`src/rtl/mem_reader_seq.sv`:
```
// mem_reader_seq
//   Sequencer that either streams a fixed-length byte load into an SRAM, or
//   walks an element index through the address generator, reads the SRAM and
//   presents the results on a ready/valid output stream through a two-entry
//   skid FIFO.
//
// Ports
//   i_clk, i_rst_n            clock, asynchronous active-low reset
//   i_start, i_mode, i_depth  job request (sampled in IDLE only)
//   o_busy, o_done            job in progress / one-cycle completion pulse
//   o_counter, o_mode         element index and job mode to the address generator
//   i_zero                    address generator: current element is padding
//   o_mem_cen_n, o_mem_wen_n  SRAM chip enable / write enable (active-low)
//   o_mem_wdata, i_mem_rdata  SRAM write data / read data (one cycle latency)
//   i_in_valid, i_in_data     load-mode byte stream (no backpressure)
//   o_out_valid/data/last     read-mode output stream
//   i_out_ready               downstream ready
module mem_reader_seq #(
    parameter int unsigned LOAD_LEN  = 2048,
    parameter int unsigned BUF_DEPTH = 2
) (
    input  logic        i_clk,
    input  logic        i_rst_n,
    input  logic        i_start,
    input  logic [1:0]  i_mode,
    input  logic [1:0]  i_depth,
    output logic        o_busy,
    output logic        o_done,
    output logic [10:0] o_counter,
    output logic [1:0]  o_mode,
    input  logic        i_zero,
    output logic        o_mem_cen_n,
    output logic        o_mem_wen_n,
    output logic [7:0]  o_mem_wdata,
    input  logic [7:0]  i_mem_rdata,
    input  logic        i_in_valid,
    input  logic [7:0]  i_in_data,
    output logic        o_out_valid,
    output logic [7:0]  o_out_data,
    output logic        o_out_last,
    input  logic        i_out_ready
);

    typedef enum logic [2:0] {
        S_IDLE,
        S_LOAD,
        S_READ,
        S_DRAIN,
        S_DONE
    } state_t;

    localparam logic [10:0] LOAD_LAST = 11'(LOAD_LEN - 1);

    state_t      state;
    logic [10:0] n_last;
    logic [10:0] chan;
    logic [10:0] n_elems;
    logic [10:0] n_last_next;

    // Pending read stage: one entry in flight between issue and FIFO push.
    logic        pend_valid;
    logic        pend_zero;
    logic        pend_last;

    // Two-entry FIFO; entry 0 is the head and drives the output directly.
    logic [1:0]  fifo_count;
    logic [7:0]  e0_data, e1_data;
    logic        e0_last, e1_last;

    logic        pop;
    logic        push;
    logic [7:0]  push_data;
    logic [2:0]  occ;
    logic        issue;
    logic        issue_last;

    // Element count of the requested read job, captured with i_start.
    always_comb begin
        case (i_depth)
            2'd0:    chan = 11'd8;
            2'd1:    chan = 11'd16;
            default: chan = 11'd32;
        endcase
        n_elems     = (i_mode == 2'd2) ? (chan << 4) : (chan << 2);
        n_last_next = n_elems - 11'd1;
    end

    assign o_busy      = (state != S_IDLE);
    assign o_out_valid = (fifo_count != 2'd0);
    assign o_out_data  = e0_data;
    assign o_out_last  = e0_last;

    assign pop       = o_out_valid & i_out_ready;
    assign push      = pend_valid;
    assign push_data = pend_zero ? 8'h00 : i_mem_rdata;

    // Occupancy next cycle (FIFO plus the read already in flight) must leave
    // room for the element issued now.
    assign occ        = {1'b0, fifo_count} + {2'b00, pend_valid} - {2'b00, pop};
    assign issue      = (state == S_READ) && (occ < 3'(BUF_DEPTH));
    assign issue_last = issue && (o_counter == n_last);

    always_comb begin
        o_mem_cen_n = 1'b1;
        o_mem_wen_n = 1'b1;
        o_mem_wdata = '0;
        if (state == S_LOAD && i_in_valid) begin
            o_mem_cen_n = 1'b0;
            o_mem_wen_n = 1'b0;
            o_mem_wdata = i_in_data;
        end else if (issue && !i_zero) begin
            o_mem_cen_n = 1'b0;
        end
    end

    always_ff @(posedge i_clk or negedge i_rst_n) begin
        if (!i_rst_n) begin
            state     <= S_IDLE;
            o_counter <= '0;
            o_mode    <= '0;
            o_done    <= 1'b0;
            n_last    <= '0;
        end else begin
            o_done <= 1'b0;
            case (state)
                S_IDLE: begin
                    if (i_start) begin
                        o_counter <= '0;
                        o_mode    <= i_mode;
                        n_last    <= n_last_next;
                        case (i_mode)
                            2'd0:    state <= S_LOAD;
                            2'd3: begin
                                state  <= S_DONE;
                                o_done <= 1'b1;
                            end
                            default: state <= S_READ;
                        endcase
                    end
                end
                S_LOAD: begin
                    if (i_in_valid) begin
                        if (o_counter == LOAD_LAST) begin
                            state  <= S_DONE;
                            o_done <= 1'b1;
                        end else begin
                            o_counter <= o_counter + 11'd1;
                        end
                    end
                end
                S_READ: begin
                    if (issue) begin
                        if (issue_last) begin
                            state <= S_DRAIN;
                        end else begin
                            o_counter <= o_counter + 11'd1;
                        end
                    end
                end
                S_DRAIN: begin
                    if (pop && e0_last) begin
                        state  <= S_DONE;
                        o_done <= 1'b1;
                    end
                end
                S_DONE: begin
                    state <= S_IDLE;
                end
                default: state <= S_IDLE;
            endcase
        end
    end

    always_ff @(posedge i_clk or negedge i_rst_n) begin
        if (!i_rst_n) begin
            fifo_count <= '0;
            e0_data    <= '0;
            e0_last    <= 1'b0;
            e1_data    <= '0;
            e1_last    <= 1'b0;
            pend_valid <= 1'b0;
            pend_zero  <= 1'b0;
            pend_last  <= 1'b0;
        end else begin
            case ({push, pop})
                2'b10: begin
                    if (fifo_count == 2'd0) begin
                        e0_data <= push_data;
                        e0_last <= pend_last;
                    end else begin
                        e1_data <= push_data;
                        e1_last <= pend_last;
                    end
                    fifo_count <= fifo_count + 2'd1;
                end
                2'b01: begin
                    // Head is cleared when the FIFO empties so no stale last flag lingers.
                    if (fifo_count == 2'd1) begin
                        e0_data <= '0;
                        e0_last <= 1'b0;
                    end else begin
                        e0_data <= e1_data;
                        e0_last <= e1_last;
                    end
                    fifo_count <= fifo_count - 2'd1;
                end
                2'b11: begin
                    if (fifo_count == 2'd1) begin
                        e0_data <= push_data;
                        e0_last <= pend_last;
                    end else begin
                        e0_data <= e1_data;
                        e0_last <= e1_last;
                        e1_data <= push_data;
                        e1_last <= pend_last;
                    end
                end
                default: ;
            endcase
            pend_valid <= issue;
            pend_zero  <= issue & i_zero;
            pend_last  <= issue_last;
        end
    end

endmodule

```
`config.mk`:
```
export PLATFORM = sky130hd
export DESIGN_NAME = mem_reader_seq
export DESIGN_NICKNAME = d
export VERILOG_FILES = /design/src/rtl/mem_reader_seq.sv
export SDC_FILE = /design/constraint.sdc
export NUM_CORES = 1
export LEC_CHECK = 0
export CORE_ASPECT_RATIO = 0.5
export CORE_MARGIN = 5
export CORE_UTILIZATION = 42
export CTS_CLUSTER_SIZE = 20
export DETAILED_ROUTE_END_ITERATION = 8
export GPL_TIMING_DRIVEN = 0
export PLACE_DENSITY = 0.72
export RECOVER_POWER = 25
export SLEW_MARGIN = 20
export SYNTH_ARGS = -nofsm -noshare
export SYNTH_HDL_FRONTEND = slang
export SYNTH_SLANG_ARGS = --single-unit
```
`constraint.sdc`:
```
create_clock -name i_clk -period 2.8 [get_ports i_clk]
set_clock_uncertainty 0.05 [all_clocks]
set_input_delay 0.7 -clock i_clk [delete_from_list [all_inputs] [get_ports i_clk]]
set_output_delay 0.7 -clock i_clk [all_outputs]
set_load 0.005 [all_outputs]
```
# Word-level counts from Yosys, hierarchy flattened
# Index checks and enable logic that the tools add are counted.
[op_classes] n_reduce_logical=21 mux=42 n_div=0 shift=0 n_bitwise=2 add_sub_neg=6 order_cmp=1 multipliers=0 n_eq_ne=23
[op_table] operator="8-bit two-way mux" count=7
[op_table] operator="11-bit two-way mux" count=5
[op_table] operator="11-bit case mux with 3 select lines" count=1
[op_table] operator="8-bit case mux with 3 select lines" count=1
[op_table] operator="2-bit inequality test (second input constant)" count=10
[op_table] operator="3-bit two-way mux" count=6
[op_table] operator="8-bit case mux with 2 select lines" count=1
[op_table] operator="1-bit two-way mux" count=13
[op_table] operator="3-bit case mux with 4 select lines" count=1
[op_table] operator="6-bit case mux with 2 select lines" count=1
[op_table] operator="6-bit AND reduction" count=2
[op_table] operator="11-bit by 1-bit adder with 11-bit output (second input constant)" count=1
[op_table] operator="11-bit equality test" count=1
[op_table] operator="11-bit equality test (second input constant)" count=1
[op_table] operator="10-bit by 1-bit subtractor with 11-bit output (second input constant)" count=1
[op_table] operator="10-bit two-way mux" count=1
[op_table] operator="3-bit nonzero test" count=3
[op_table] operator="2-bit equality test (second input constant)" count=4
[op_table] operator="2-bit by 1-bit equality test with 1-bit output (second input constant)" count=3
[op_table] operator="3-bit by 2-bit equality test with 1-bit output (second input constant)" count=2
[op_table] operator="2-bit zero test" count=3
[op_table] operator="1-bit case mux with 3 select lines" count=2
[op_table] operator="3-bit case mux with 2 select lines" count=1
[op_table] operator="2-bit nonzero test" count=3
[op_table] operator="other kinds (15)" count=21
[word_totals] memories=0 word_cells=108 latch_bits=0 ramBits=0 register_bits=51 inputBits=26 rom_bits=0

# Longest topological paths before layout
[depth] word_depth=9 mapped_depth=14 ltp_nobuf=13

# Worst setup path after synthesis
# Ideal clock, no wire load.
[synth_path] kind="flip-flop to flip-flop" from="register fifo_count[1]" to="register o_counter[3]" setup_slack_ns=-0.130 n_path_buf=1 setup_ns=0.092 path_stages_with_launch=14 required_time_ns=2.658 arrival_ns=2.788 path_cell_list="dfrtp_1 > inv_1 > ha_1 > inv_1 > nand2_1 > nor2_1 > o21ai_0 > fa_1 > xnor2_1 > a32oi_1 > a31o_1 > or3_1 > buf_6 > o31ai_2"
[synth_between] elab_chain_cells=8 word_cells_on_any_way=10 cone_classes="add/sub: 2; order compare: 1; eq/ne: 2; bitwise: 1; reduce/logical: 4"
[synth_lines] item="from (decl)" line_no="66" source="logic [1:0] fifo_count;"
[synth_lines] item="from (signal assigned)" line_no="194" source="fifo_count <= fifo_count + 2'd1;"
[synth_lines] item="from (signal assigned)" line_no="205" source="fifo_count <= fifo_count - 2'd1;"
[synth_lines] item="2-bit nonzero test *" line_no="89" source="assign o_out_valid = (fifo_count != 2'd0);"
[synth_lines] item="named net o_out_valid" line_no="38" source="output logic o_out_valid,"
[synth_lines] item="1-bit bitwise AND *" line_no="93" source="assign pop = o_out_valid & i_out_ready;"
[synth_lines] item="3-bit by 1-bit subtractor with 3-bit output *" line_no="99" source="assign occ = {1'b0, fifo_count} + {2'b00, pend_valid} - {2'b00, pop};"
[synth_lines] item="3-bit by 2-bit < comparator with 1-bit output *" line_no="100" source="assign issue = (state == S_READ) && (occ < 3'(BUF_DEPTH));"
[synth_lines] item="1-bit logical AND *" line_no="100"
[synth_lines] item="1-bit logical AND" line_no="101" source="assign issue_last = issue && (o_counter == n_last);"
[synth_lines] item="2-bit inequality test (no source line)"
[synth_lines] item="6-bit AND reduction (no source line) *"
[synth_lines] item="to (signal assigned)" line_no="147" source="o_counter <= o_counter + 11'd1;"
[synth_lines] item="to (signal assigned)" line_no="156" source="o_counter <= o_counter + 11'd1;"
[synth_lines] item="to (decl)" line_no="29" source="output logic [10:0] o_counter,"
# The timed path passes the listed nets; every way through them passes the cells marked *.
# A chain may end at the register's enable or synchronous reset.

# Final worst setup path
[layout_path] from="register fifo_count[0]" to="register o_counter[8]"
[layout_between] elab_chain_cells=8 word_cells_on_any_way=10 cone_classes="add/sub: 2; order compare: 1; eq/ne: 2; bitwise: 1; reduce/logical: 4"
[layout_lines] item="branches (longest 2 deep; another with 2-bit by 1-bit adder with 3-bit output)"
[layout_lines] item="3-bit by 1-bit subtractor with 3-bit output *" line_no="99"
[layout_lines] item="3-bit by 2-bit < comparator with 1-bit output *" line_no="100"
[layout_lines] item="1-bit logical AND *" line_no="100"
[layout_lines] item="1-bit logical AND" line_no="101"
[layout_lines] item="2-bit inequality test (no source line)"
[layout_lines] item="6-bit AND reduction (no source line) *"
# Every way passes the cells marked *.

==> impl_results.md <==
- Final Hold Viols: 0
- I/O Buffers: 60
- Min-delay worst type: flop to flop
- Failing checks: negative setup slack
- P per Cell Area: 1010 nW/um^2
- Diode count: 0
- Mean Syn Cell Area: 10.1 sq um
- CTS tree: done
- CP bufs+invs: 5
- Io pins: 61
- Hold path start: o_out_data[1]
- Critical Path Start: fifo_count[0]
- Post-DRT Antenna Nets: 0
- Total track usage: 16.8%
- Final setup fails: 10
- Crit path max-delay family: buffers and inverters
- Syn nets: 299
- Hold depth: 2
- LEAKAGE: 1.62 nW
- Ratio of cells with drive above 1 in the final layout: 27.7%
- Final Cell Area: 3930 sq um
- P&R area growth vs syn: 47.6%
- Post-Syn Instances: 263
- Final Net Count: 390
- Drt first pass iters: 4
- Placed instance area: 3420 sq um
- Cell Rows: 20
- Synth warn: 0
- Final setup margin: -0.133 ns
- Total number of vias: 2327
- CTS max path bufs: 2
- Overall die height: 66.3 um
- Slew HR: 24.3%
- RR Startpoint: fifo_count[0]
- Cell taking the most area after synthesis: dfrtp_1
- Post-synth EDFFs: 0
- Netlist cell types: 48
- Top-area cell type share of the netlist area: 44.2%
- Slowest-stage cell, CP: dfrtp_2
- Yosys reg bits: 47
- Fmax achieved: 0.341 GHz
- Post-synthesis sequential area ratio: 44.2%
- Cell count after placement: 412
- Chip width: 123 um
- Largest net degree at the start of global routing: 28
- Initial antenna violation count: 0
- Core region area: 6110 sq um
- # Max-Cap Violations: 0
- Clk root buf: clkbuf_16
- Via density: 5.26
- Critical path peak fanout: 5
- H-tree levels: 2
- Post-Layout Cell Count: 442
- Worst path depth: 14
- Leading cell type in the layout, fill and taps excluded: clkdlybuf4s50_1
- Kind of critical path: flop to flop
- Critical Path Max Stage Delay: 0.41 ns
- Clock sink count: 47
- Min Tclk post-route: 2.93 ns
- Post-CTS Hold Buffers: 0
- Routability congestion estimate: 0.893
- Final critical-path share of the clock period: 105%
- Outcome: finished, violations left
- Crit path arrival time: 3.07 ns
- Worst-path clk slew: 0.06 ns
- HPWL after detailed placement: 4580 um
- Drt drc: 0
- Tightest Pin Transition: 1.14 ns
- Initial Utilization: 43.6%
- Most frequent cells in the layout: clkdlybuf4s50_1, dfrtp_1, buf_4
- Clk_lat worst skew: 0.28 ns
- DR WL/cell: 15.6 um
- CP Cell Sequence: inv_2 > ha_4 > inv_4 > nand2_8 > nor2_4 > buf_4 > fa_2 > xnor2_4 > buf_6 > a32oi_2 > a31o_1 > or3_4 > buf_8 > o41ai_2
- CTS buffer count: 5
- Die area: 8130 sq um
- Post-synthesis cell area: 2660 sq um
- WL final: 6910 um
- Global-route wire length before repair: 11100 um
- Peak supply drop: 0.000438 V
- RSZ-0062 raised after global routing: true
- Number of global-route vias before repair: 2388
- Crit. End Element: flop
- CP Launch Type: flop
- Req. time, crit path: 2.93 ns
- Grt total ovfl: 0
- Path depth of the worst reg2reg path: 14
- Ys flop type: dfrtp_1
- Final slew viol count: 0
- Async set-reset flop share out of synthesis: 100%
- DR iter-0 viols: 168
- Top post-synthesis cells by area: dfrtp_1, mux2_2, ha_1
-- synthesized netlist by cell type (2+ instances only) --
master / number
o221ai_1: 2
buf_6: 3
inv_1: 13
ha_1: 9
o21ai_0: 14
clkbuf_1: 7
xnor2_1: 11
nor2b_1: 11
nand4_1: 3
and2_1: 11
o31ai_2: 6
a21oi_1: 9
o21ai_1: 4
nand2b_1: 2
mux2i_1: 2
and3_1: 4
nor2_1: 18
mux2_2: 13
o31ai_1: 8
nand2_1: 22
nand3_1: 5
or3_1: 3
dfrtp_1: 47
buf_2: 2
and4_4: 2
a22oi_1: 10
-- what timing repair did --
action / in CTS / in global routing
endpoints found under the hold margin: 0 / 0
gates cloned: 1 / 1
setup endpoints to repair: 23 / 18
buffers inserted: 16 / 7
resized for setup: 36 / 23
pin swaps: 6 / 8
-- worst reg2reg max path: stages (launching register included) --
cell and delay [ns]:
dfrtp_2 0.41, inv_2 0.09, ha_4 0.15, inv_4 0.05, nand2_8 0.07, nor2_4 0.05
buf_4 0.13, fa_2 0.40, xnor2_4 0.20, buf_6 0.13, a32oi_2 0.11, a31o_1 0.25
or3_4 0.41, buf_8 0.16, o41ai_2 0.18
-- path summary, 6_finish.rpt --
kind	end	slack, ns
min in group asynchronous	o_counter[3]	0.57
worst min register to register	o_out_data[1]	0.43
max in group asynchronous	fifo_count[1]	0.83
worst max-delay path	o_counter[8]	-0.13
worst min-delay path	o_out_data[1]	0.43
worst max register to register	o_counter[8]	-0.13
-- flip-flops by register name (all words and copies together), names as in the netlist, 2 cells and up --
register	cells
e1_data	8
o_counter	11
o_mode	2
state	3
n_last	7
o_out_data	8
fifo_count	2
-- area by class of cell --
cell class,count,area (sq um)
multi-input cells,191,1590
clock inverters,1,5.00
fillers,492,2170
repair buffers,84,764
flip-flops and latches,47,1180
plain buffers,12,87.6
well taps,88,110
clock buffers,6,139
inverters,13,53.8
-- kinds of logic after synthesis --
family | Yosys count | share of synthesized area, %
xor gates and xnor gates | 12 | 3.95
and+or+nand+nor | 88 | 18.1
buffers and inverters | 26 | 4.74
muxes | 16 | 6.67
DFF | 47 | 44.2
AOI/OAI and AO/OA | 64 | 17.4
adders and majority gates | 10 | 4.98
-- power by group --
part           internal (W)  switching, W
Clock              0.000349      0.000252
Sequential         0.000908      0.000178
Combinational       0.00114       0.00113
-- through the flow --
step	setup TNS (ns)	utilization [%]	hold WS, ns	total power, W	setup slack [ns]
final	-0.874	64.4	0.427	0.00396	-0.133
after floorplan	-0.0173	-	0.354	0.00212	-0.0114
after detailed placement	-11.42	56.1	0.419	0.00267	-1.02
after global placement	-27.00	55.8	0.410	0.00261	-0.996
after global routing	-1.84	64.4	0.464	0.00421	-0.233
after CTS	-0.214	62.0	0.351	0.00359	-0.0876
-- layer usage --
layer  vias up  track usage [%]  part of all wire (%)  wire length, um
li1       1120                -                     -                -
met1      1148             20.9                    44             3070
met2        50             30.4                    50             3480
met3         9             3.25                   4.3              300
met4         0             4.04                  0.94               65
met5         -                0                     0                0
Power figures use the tool's default switching activity.
